## config.mk

```make
export PLATFORM = sky130hd
export DESIGN_NAME = alu_rv32im
export DESIGN_NICKNAME = d
export VERILOG_FILES = /design/src/rtl/alu_rv32im_pkg.sv /design/src/rtl/alu_mul.sv /design/src/rtl/alu_rv32im.sv
export SDC_FILE = /design/constraint.sdc
export NUM_CORES = 1
export LEC_CHECK = 0
export BUFFER_PORTS_ARGS = -buffer_cell sky130_fd_sc_hd__buf_2
export CAP_MARGIN = 20
export CELL_PAD_IN_SITES_DETAIL_PLACEMENT = 1
export CELL_PAD_IN_SITES_GLOBAL_PLACEMENT = 1
export CORE_UTILIZATION = 47
export DETAILED_ROUTE_END_ITERATION = 10
export GPL_ROUTABILITY_DRIVEN = 0
export PLACE_DENSITY = 0.93
export SYNTH_ARGS = -nofsm -noshare
export SYNTH_HDL_FRONTEND = slang
export SYNTH_HIERARCHICAL = 1
export SYNTH_SLANG_ARGS = --single-unit
```

## constraint.sdc

```tcl
create_clock -name clock -period 1 [get_ports clock]
set_input_delay 0.3 -clock clock [delete_from_list [all_inputs] [get_ports clock]]
set_output_delay 0.3 -clock clock [all_outputs]
set_load 0.01 [all_outputs]
```

## src/rtl/alu_rv32im_pkg.sv

```systemverilog
// Shared constants and operation encodings for the RV32IM execute-stage ALU.
// No ports; imported by alu_rv32im and alu_mul.
// The multiply ops (ALU_MUL..ALU_MULHU) only produce results when the design
// is built with ALU_MEXT_EN defined.
package alu_rv32im_pkg;

  // Operand/result width; only 32 is supported.
  localparam int unsigned DATA_W  = 32;
  // Shift amount width, taken from B[4:0].
  localparam int unsigned SHAMT_W = 5;
  localparam int unsigned OP_W    = 5;
  localparam int unsigned PROD_W  = 2 * DATA_W;

  typedef enum logic [OP_W-1:0] {
    ALU_ADD    = 5'd0,
    ALU_SUB    = 5'd1,
    ALU_SLL    = 5'd2,
    ALU_SLT    = 5'd3,
    ALU_SLTU   = 5'd4,
    ALU_XOR    = 5'd5,
    ALU_SRL    = 5'd6,
    ALU_SRA    = 5'd7,
    ALU_OR     = 5'd8,
    ALU_AND    = 5'd9,
    ALU_CPY    = 5'd10,
    ALU_MUL    = 5'd11,
    ALU_MULH   = 5'd12,
    ALU_MULHSU = 5'd13,
    ALU_MULHU  = 5'd14
  } alu_op_e;

endpackage

```

## src/rtl/alu_mul.sv

```systemverilog
// Combinational 32x32 multiplier with per-operand signedness.
// Ports:
//   A, B      : 32-bit operands
//   a_signed  : treat A as two's complement when set, unsigned otherwise
//   b_signed  : treat B as two's complement when set, unsigned otherwise
//   product   : full 64-bit product
// Only instantiated when ALU_MEXT_EN is defined.
module alu_mul
  import alu_rv32im_pkg::*;
(
  input  logic [DATA_W-1:0] A,
  input  logic [DATA_W-1:0] B,
  input  logic              a_signed,
  input  logic              b_signed,
  output logic [PROD_W-1:0] product
);

  // Extending each operand by one bit (sign or zero) lets a single signed
  // 33x33 multiply serve all four signedness combinations.
  logic signed [DATA_W:0]     a_ext;
  logic signed [DATA_W:0]     b_ext;
  logic signed [2*DATA_W+1:0] full;

  always_comb begin
    a_ext   = $signed({a_signed & A[DATA_W-1], A});
    b_ext   = $signed({b_signed & B[DATA_W-1], B});
    full    = (2*DATA_W+2)'(a_ext) * (2*DATA_W+2)'(b_ext);
    product = full[PROD_W-1:0];
  end

endmodule

```

## src/rtl/alu_rv32im.sv

```systemverilog
// Registered integer ALU for the RV32IM execute stage.
// Ports:
//   clock   : rising-edge clock
//   reset   : asynchronous active-low reset, clears result
//   A, B    : 32-bit operands (rs1, rs2/immediate)
//   ALUCode : 5-bit operation select (alu_op_e); unused codes give 0
//   result  : registered result, one cycle after the inputs are sampled
// Build option: define ALU_MEXT_EN to enable MUL/MULH/MULHSU/MULHU; without
// it no multiplier exists and those codes behave like unused codes.
module alu_rv32im
  import alu_rv32im_pkg::*;
(
  input  logic              clock,
  input  logic              reset,
  input  logic [DATA_W-1:0] A,
  input  logic [DATA_W-1:0] B,
  input  logic [OP_W-1:0]   ALUCode,
  output logic [DATA_W-1:0] result
);

  logic [SHAMT_W-1:0] shamt;
  logic [DATA_W-1:0]  next_result;

  assign shamt = B[SHAMT_W-1:0];

`ifdef ALU_MEXT_EN
  logic              a_signed;
  logic              b_signed;
  logic [PROD_W-1:0] product;

  // Operand signedness for the high-half multiplies; MUL's low half is
  // independent of signedness.
  always_comb begin
    a_signed = 1'b0;
    b_signed = 1'b0;
    case (ALUCode)
      ALU_MULH: begin
        a_signed = 1'b1;
        b_signed = 1'b1;
      end
      ALU_MULHSU: a_signed = 1'b1;
      default: ;
    endcase
  end

  alu_mul u_mul (
    .A        (A),
    .B        (B),
    .a_signed (a_signed),
    .b_signed (b_signed),
    .product  (product)
  );
`endif

  // Operation select ahead of the result register.
  always_comb begin
    next_result = '0;
    case (ALUCode)
      ALU_ADD:  next_result = A + B;
      ALU_SUB:  next_result = A - B;
      ALU_SLL:  next_result = A << shamt;
      ALU_SLT:  next_result = {(DATA_W-1)'(0), $signed(A) < $signed(B)};
      ALU_SLTU: next_result = {(DATA_W-1)'(0), A < B};
      ALU_XOR:  next_result = A ^ B;
      ALU_SRL:  next_result = A >> shamt;
      ALU_SRA:  next_result = DATA_W'($signed(A) >>> shamt);
      ALU_OR:   next_result = A | B;
      ALU_AND:  next_result = A & B;
      ALU_CPY:  next_result = B;
`ifdef ALU_MEXT_EN
      ALU_MUL:    next_result = product[DATA_W-1:0];
      ALU_MULH,
      ALU_MULHSU,
      ALU_MULHU:  next_result = product[PROD_W-1:DATA_W];
`endif
      default:  next_result = '0;
    endcase
  end

  // Single result register.
  always_ff @(posedge clock or negedge reset) begin
    if (!reset) result <= '0;
    else        result <= next_result;
  end

endmodule

```

==> results of run 1 <==
[kinds of logic after synthesis]
group           Yosys count  share of synthesized area
compound gates          471                      0.344
simple gates            399                      0.189
buf+inv                 204                     0.0869
fa+ha+maj                99                      0.134
mux                      96                      0.144
flops                    32                     0.0855
xor+xnor                 18                     0.0168
[stage by stage]
step	setup TNS, ns	cell area (µm²)	setup slack [ns]	hold WS (ns)
after floorplan	-43.52	9770	-1.91	0.00441
after global placement	-55.97	13700	-2.00	0.280
==> results.yml, run 1 <==
die:
  io_pins: 103
  die_x_um: 143
  die_h_um: 143
  row_count: 51
  start_util: 0.480
synthesis:
  syn_nets: 1489
  syn_area_um2: 9370
  syn_inst: 1319
  synth_area_leaders: "ha_1, dfrtp_1, mux4_2, a21oi_1, mux2i_1"
  yosys_warnings: 6
  synth_edf_count: 0
  synth_most_common_cell: "nor2_1"
  synth-seq-area-share: 0.0855
  async_reset_ff_frac: 1.00
  yosys.area.top_type: "ha_1"
  yosys-top-cells-count: "nor2_1, nand2_1, a21oi_1"
  synth_cell_types: 90
  ys_seq_elements: 32
  synth.top_cell.area_share: 0.130
  avgSynthCellArea_um2: 7.10
  synth-main-ff-cell: "dfrtp_1"
outcome:
  lastStage: "detailed placement (3_5_place_dp)"
  status: "aborted with a tool error"
  tool.error: "[ERROR DPL-0033] detailed placement checks failed during check placement."
place:
  io_buffers: 102
  hpwlAfterDp_um: 58100
==> run 2, diff against run 1 <==
--- a/config.mk
+++ b/config.mk
@@ -7,12 +7,10 @@
 export LEC_CHECK = 0
 export BUFFER_PORTS_ARGS = -buffer_cell sky130_fd_sc_hd__buf_2
 export CAP_MARGIN = 20
-export CELL_PAD_IN_SITES_DETAIL_PLACEMENT = 1
-export CELL_PAD_IN_SITES_GLOBAL_PLACEMENT = 1
-export CORE_UTILIZATION = 47
+export CORE_UTILIZATION = 32
 export DETAILED_ROUTE_END_ITERATION = 10
 export GPL_ROUTABILITY_DRIVEN = 0
-export PLACE_DENSITY = 0.93
+export PLACE_DENSITY_LB_ADDON = 0.15
 export SYNTH_ARGS = -nofsm -noshare
 export SYNTH_HDL_FRONTEND = slang
 export SYNTH_HIERARCHICAL = 1
==> results.yml, run 2 <==
outcome:
  status: "complete, but fails checks"
  violations: "setup timing"
route:
  postRouteAntennaNets: 0
  viasPerCell: 5.87
  first_iter_violations: 1484
  vias: 13200
  drc_errors: 0
  wl_per_cell_um: 23.1
  firstDrtPassIters: 9
  drt-total-wl_um: 52200
global_route:
  antenna_found_initial: 0
  grt_max_degree: 50
  grt_pass1_vias: 12800
  overflow: 0
  grtUsageTotal: 0.341
  grt_pass1_wl_um: 77900
synthesis:
  yosys.area.top_type: "ha_1"
  synthMuxAreaShare: 0.144
  synth_edf_count: 0
  synth-simple-area-share: 0.189
  avgSynthCellArea_um2: 7.10
  ys_seq_elements: 32
  synth-seq-area-share: 0.0855
  synth_area_leaders: "ha_1, dfrtp_1, mux4_2, a21oi_1, mux2i_1"
  syn_inst: 1319
  synth-main-ff-cell: "dfrtp_1"
  synth_compound_area_frac: 0.344
  synth_top_family_by_area: "compound AO/OA/AOI/OAI gates"
  synth_most_common_cell: "nor2_1"
  yosys-top-cells-count: "nor2_1, nand2_1, a21oi_1"
  async_reset_ff_frac: 1.00
  synth_fa_ha_area_frac: 0.134
  synth_cell_types: 90
  syn_area_um2: 9370
  yosys_warnings: 6
  synth.top_cell.area_share: 0.130
  synth-xor-area-share: 0.0168
  syn_nets: 1489
die:
  dieArea_um2: 30000
  start_util: 0.326
  die_h_um: 173
  core-area_um2: 28800
  die_x_um: 173
  row_count: 62
  io_pins: 103
clock_tree:
  cts_tree: "yes"
  h-tree-depth: 2
  cts_buffers: 5
  clk_pin_slew_ns: 0.06
  clock-sinks: 32
  clock_path_buffers: 2
  root_buffer: "clkbuf_16"
place:
  pre_cts_ws_ns: -2.10
  io_buffers: 102
  hpwlAfterDp_um: 40200
  postPlaceCellArea_um2: 13900
timing:
  hold_violations: 0
  setup_slack_ns: -1.65
  period_share: 2.65
  fin_setup_tns_ns: -47.77
  fmax_mhz: 378
  slew_viol_final: 0
  rsz0062_at_grt: "yes"
  worst_pin_slew_ns: 0.569
  finalSetupViolCount: 64
  timing.hold.ws_ns: 0.479
  maxSlewHeadroom: 0.621
  fin_crit_ns: 2.65
layout:
  final_common_cell: "buf_4"
  fin_nets: 2040
  largest-register: "result"
  final_cell_mix: "buf_4, nor2_1, nand2_1"
  multi_input_area_um2: 9140
  n_fill_cell: 2647
  synthToLayoutAreaGrowth_pct: 72.0
  drive_gt1_frac: 0.498
  stdcell_area_um2: 16100
  antenna_cells: 0
  regArea_um2: 801
  largest_reg_flops: 32
  largestRegisters: "result x32"
worst_setup_path:
  start_kind: "input pin"
  slowest_delay_ns: 0.47
  critPathMaxFanout: 2
  worstSetupEndpointType: "flop"
  critical_path.slowest_cell: "or4_1"
  worst-path-stages: 12
  critical_path_class: "input pin to flop"
  critical_path_required_ns: 1.20
  critical_path_arrival_ns: 2.84
  critical_path_buf_inv_count: 2
  path_cells: "buf_8, inv_6, ha_4, a211oi_4, o211ai_1, a41oi_2, o21ai_2, a31oi_4, a21oi_2, a41o_1, or4_1, a31o_1"
  cp_top_family: "compound AO/OA/AOI/OAI gates"
run:
  max_cap_viol_count: 0
pwr:
  power_density_nw_per_um2: 754
  leakagePower_uw: 0.00740
  ir_drop_mv: 0.649
hold_path:
  hold_class: "input pin to async pin"
run 2: cell counts after synthesis:
Identical to the previous run, type by type.
run 2: cell type report:
class                   instances  share of cell area
multi-input cells            1083               0.567
inverters                      98              0.0266
well taps                     384              0.0298
flip-flops and latches         32              0.0497
clock inverters                 2            0.000932
repair buffers                650               0.317
clock buffers                   6             0.00862
run 2: metal layers:
layer	global-route usage	up-vias	wire, µm
met5	0	-	0
met4	0.270	0	4590
met3	0.0644	203	4640
met2	0.518	752	22500
met1	0.422	6266	20400
li1	-	6005	-
run 2: timing repair:
action                     CTS  global route
gates cloned                 1             0
buffers inserted            41            27
hold buffers                 1             0
resized for setup          271           104
pin swaps                   97            79
hold endpoints to repair    32             0
setup endpoints to repair   64            64
run 2: kinds of logic (layout without fill, tap and decap cells):
kind of cell,after synthesis,count (layout)
compound gates,471,471
buf+inv,204,756
fa+ha+maj,99,99
simple gates,399,399
flops,32,32
mux,96,96
xor+xnor,18,18
run 2: stage by stage:
stage,total power (µW),std cells,utilization
after CTS,11400,2234,0.539
after detailed placement,8710,2187,0.482
final,12100,2255,0.560
after global routing,12700,2255,0.560
after global placement,8670,2187,0.482
after floorplan,5110,1319,-
run 2: how the worst max path moves through the flow:
| stage | startpoint | end | slack (ns) |
|---|---|---|---|
| global route | B[1] | result[25] | -1.72 |
| CTS | A[0] | result[28] | -1.59 |
| floorplan | B[1] | result[31] | -1.91 |
| finish | A[1] | result[31] | -1.65 |
| global placement | B[2] | result[31] | -2.06 |
| detailed placement | A[13] | result[24] | -2.10 |
run 2: power breakdown:
group	leakage (µW)	internal, µW	switching (µW)	total [µW]
clock	0.0000691	992	699	1690
sequential	0.000430	1400	36.1	1440
combinational	0.00690	4260	4760	9020
total	0.00740	6650	5490	12100
Power figures use the tool's default switching activity.
==> run 3, diff against run 2 <==
--- a/config.mk
+++ b/config.mk
@@ -5,8 +5,9 @@
 export SDC_FILE = /design/constraint.sdc
 export NUM_CORES = 1
 export LEC_CHECK = 0
-export BUFFER_PORTS_ARGS = -buffer_cell sky130_fd_sc_hd__buf_2
-export CAP_MARGIN = 20
+export BUFFER_PORTS_ARGS = -buffer_cell sky130_fd_sc_hd__clkbuf_2
+export CAP_MARGIN = 5
+export CORE_MARGIN = 4
 export CORE_UTILIZATION = 32
 export DETAILED_ROUTE_END_ITERATION = 10
 export GPL_ROUTABILITY_DRIVEN = 0
==> results.yml, run 3 (synthesis gave the netlist of run 2 again) <==
outcome:
  status: "complete, but fails checks"
  violations: "setup timing"
worst_setup_path:
  path_cells: "clkbuf_16, clkinv_16, ha_4, buf_6, o211ai_2, o211ai_1, buf_4, a41oi_4, o21ai_2, a31oi_4, a21oi_2, a41o_1, or4_1, a31o_1"
  start_kind: "input pin"
  worstSetupEndpointType: "flop"
  critical_path_required_ns: 1.18
  critical_path_class: "input pin to flop"
  critical_path_arrival_ns: 2.81
  slowest_delay_ns: 0.40
  critical_path.slowest_cell: "or4_1"
  critPathMaxFanout: 3
die:
  row_count: 62
  core-area_um2: 28800
  die_x_um: 179
  die_h_um: 179
  start_util: 0.326
  dieArea_um2: 32100
  io_pins: 103
place:
  io_buffers: 102
  hpwlAfterDp_um: 40100
  postPlaceCellArea_um2: 14000
clock_tree:
  clock_path_buffers: 2
  h-tree-depth: 2
  root_buffer: "clkbuf_16"
  cts_tree: "yes"
  clk_pin_slew_ns: 0.05
  cts_buffers: 5
  clock-sinks: 32
layout:
  largest-register: "result"
  fin_nets: 2049
  largest_reg_flops: 32
  final_cell_mix: "buf_4, nor2_1, nand2_1"
  stdcell_area_um2: 16400
  synthToLayoutAreaGrowth_pct: 75.4
  final_common_cell: "buf_4"
  largestRegisters: "result x32"
  regArea_um2: 801
  antenna_cells: 0
  drive_gt1_frac: 0.514
  multi_input_area_um2: 9350
  n_fill_cell: 2625
timing:
  setup_slack_ns: -1.64
  period_share: 2.64
  fmax_mhz: 379
  slew_viol_final: 0
  hold_violations: 0
  maxSlewHeadroom: 0.581
  fin_crit_ns: 2.64
  finalSetupViolCount: 64
  rsz0062_at_grt: "yes"
  worst_pin_slew_ns: 0.628
  timing.hold.ws_ns: 0.358
pwr:
  power_density_nw_per_um2: 747
  ir_drop_mv: 0.568
  leakagePower_uw: 0.00755
  p_total_uw: 12300
route:
  drt-total-wl_um: 51700
  first_iter_violations: 1522
  viasPerCell: 5.85
  vias: 13200
  postRouteAntennaNets: 0
  wl_per_cell_um: 22.8
  drc_errors: 0
  firstDrtPassIters: 8
global_route:
  grtUsageTotal: 0.310
  grt_max_degree: 71
  grt_pass1_wl_um: 76100
  grt_pass1_vias: 12700
  overflow: 0
  antenna_found_initial: 0
hold_path:
  hold_class: "input pin to async pin"
run:
  max_cap_viol_count: 0
==> run 3: cell count changes in the layout (fill, tap and decap cells not counted), moves of 5 or more <==
| cell | before | now |
|---|---|---|
| buf_4 | 492 | 507 |
| mux2i_1 | 35 | 30 |
| nor2_2 | 11 | 6 |
| buf_2 | 88 | 1 |
| clkbuf_2 | 0 | 84 |
| buf_6 | 41 | 36 |
==> run 3: through the flow <==
step,std cells,setup TNS (ns),setup slack [ns],util
after floorplan,1319,-43.52,-1.91,-
after global placement,2201,-58.75,-2.00,0.486
after detailed placement,2201,-59.39,-2.07,0.486
after CTS,2237,-45.12,-1.63,0.542
after global routing,2264,-49.79,-1.72,0.571
final,2264,-46.78,-1.64,0.571
==> run 3: worst max-delay path: cells and delay by family <==
| family | cells | cell delay (ns) |
|---|---|---|
| adder cells (fa/ha/maj) | 1 | 0.24 |
| AO/OA/AOI/OAI | 8 | 1.37 |
| AND/OR/NAND/NOR | 1 | 0.40 |
| buffers and inverters | 4 | 0.47 |
==> run 3: power breakdown <==
group | internal, µW | total, µW | switching [µW]
Clock | 991 | 1640 | 654
Sequential | 1400 | 1430 | 33.6
Combinational | 4380 | 9200 | 4810
Total | 6780 | 12300 | 5500
==> run 3: repair_timing <==
action / CTS / global route
resized for setup: 255 / 140
gates cloned: 4 / 0
endpoints found under the setup margin: 64 / 64
setup buffers: 26 / 32
hold buffers: 1 / 0
endpoints found under the hold margin: 3 / 0
pin swaps: 88 / 70
==> run 3: layout make-up <==
cell class / count / share of cell area
clock buffer: 6 / 0.00845
sequential: 32 / 0.0487
multi-input combinational: 1083 / 0.569
tap: 384 / 0.0292
inverter: 98 / 0.0258
timing repair buffer: 659 / 0.317
clock inverter: 2 / 0.000914
==> run 3: worst max-delay path by stage <==
stage                     startpoint          to  slack (ns)  depth (start not counted)
after detailed placement        A[0]  result[24]       -2.07                         13
after global placement          B[1]  result[31]       -2.00                         12
final                           B[2]  result[31]       -1.64                         14
after global routing            B[2]  result[31]       -1.72                         14
after CTS                       A[0]  result[28]       -1.63                         13
after floorplan                 B[1]  result[31]       -1.91                         14
==> run 3: routing by layer <==
layer	vias to the layer above	wire length, µm	GRT usage
met1	6344	20900	0.401
met4	0	4000	0.189
met2	680	22900	0.487
li1	6041	-	-
met5	-	0	0
met3	181	3920	0.0462
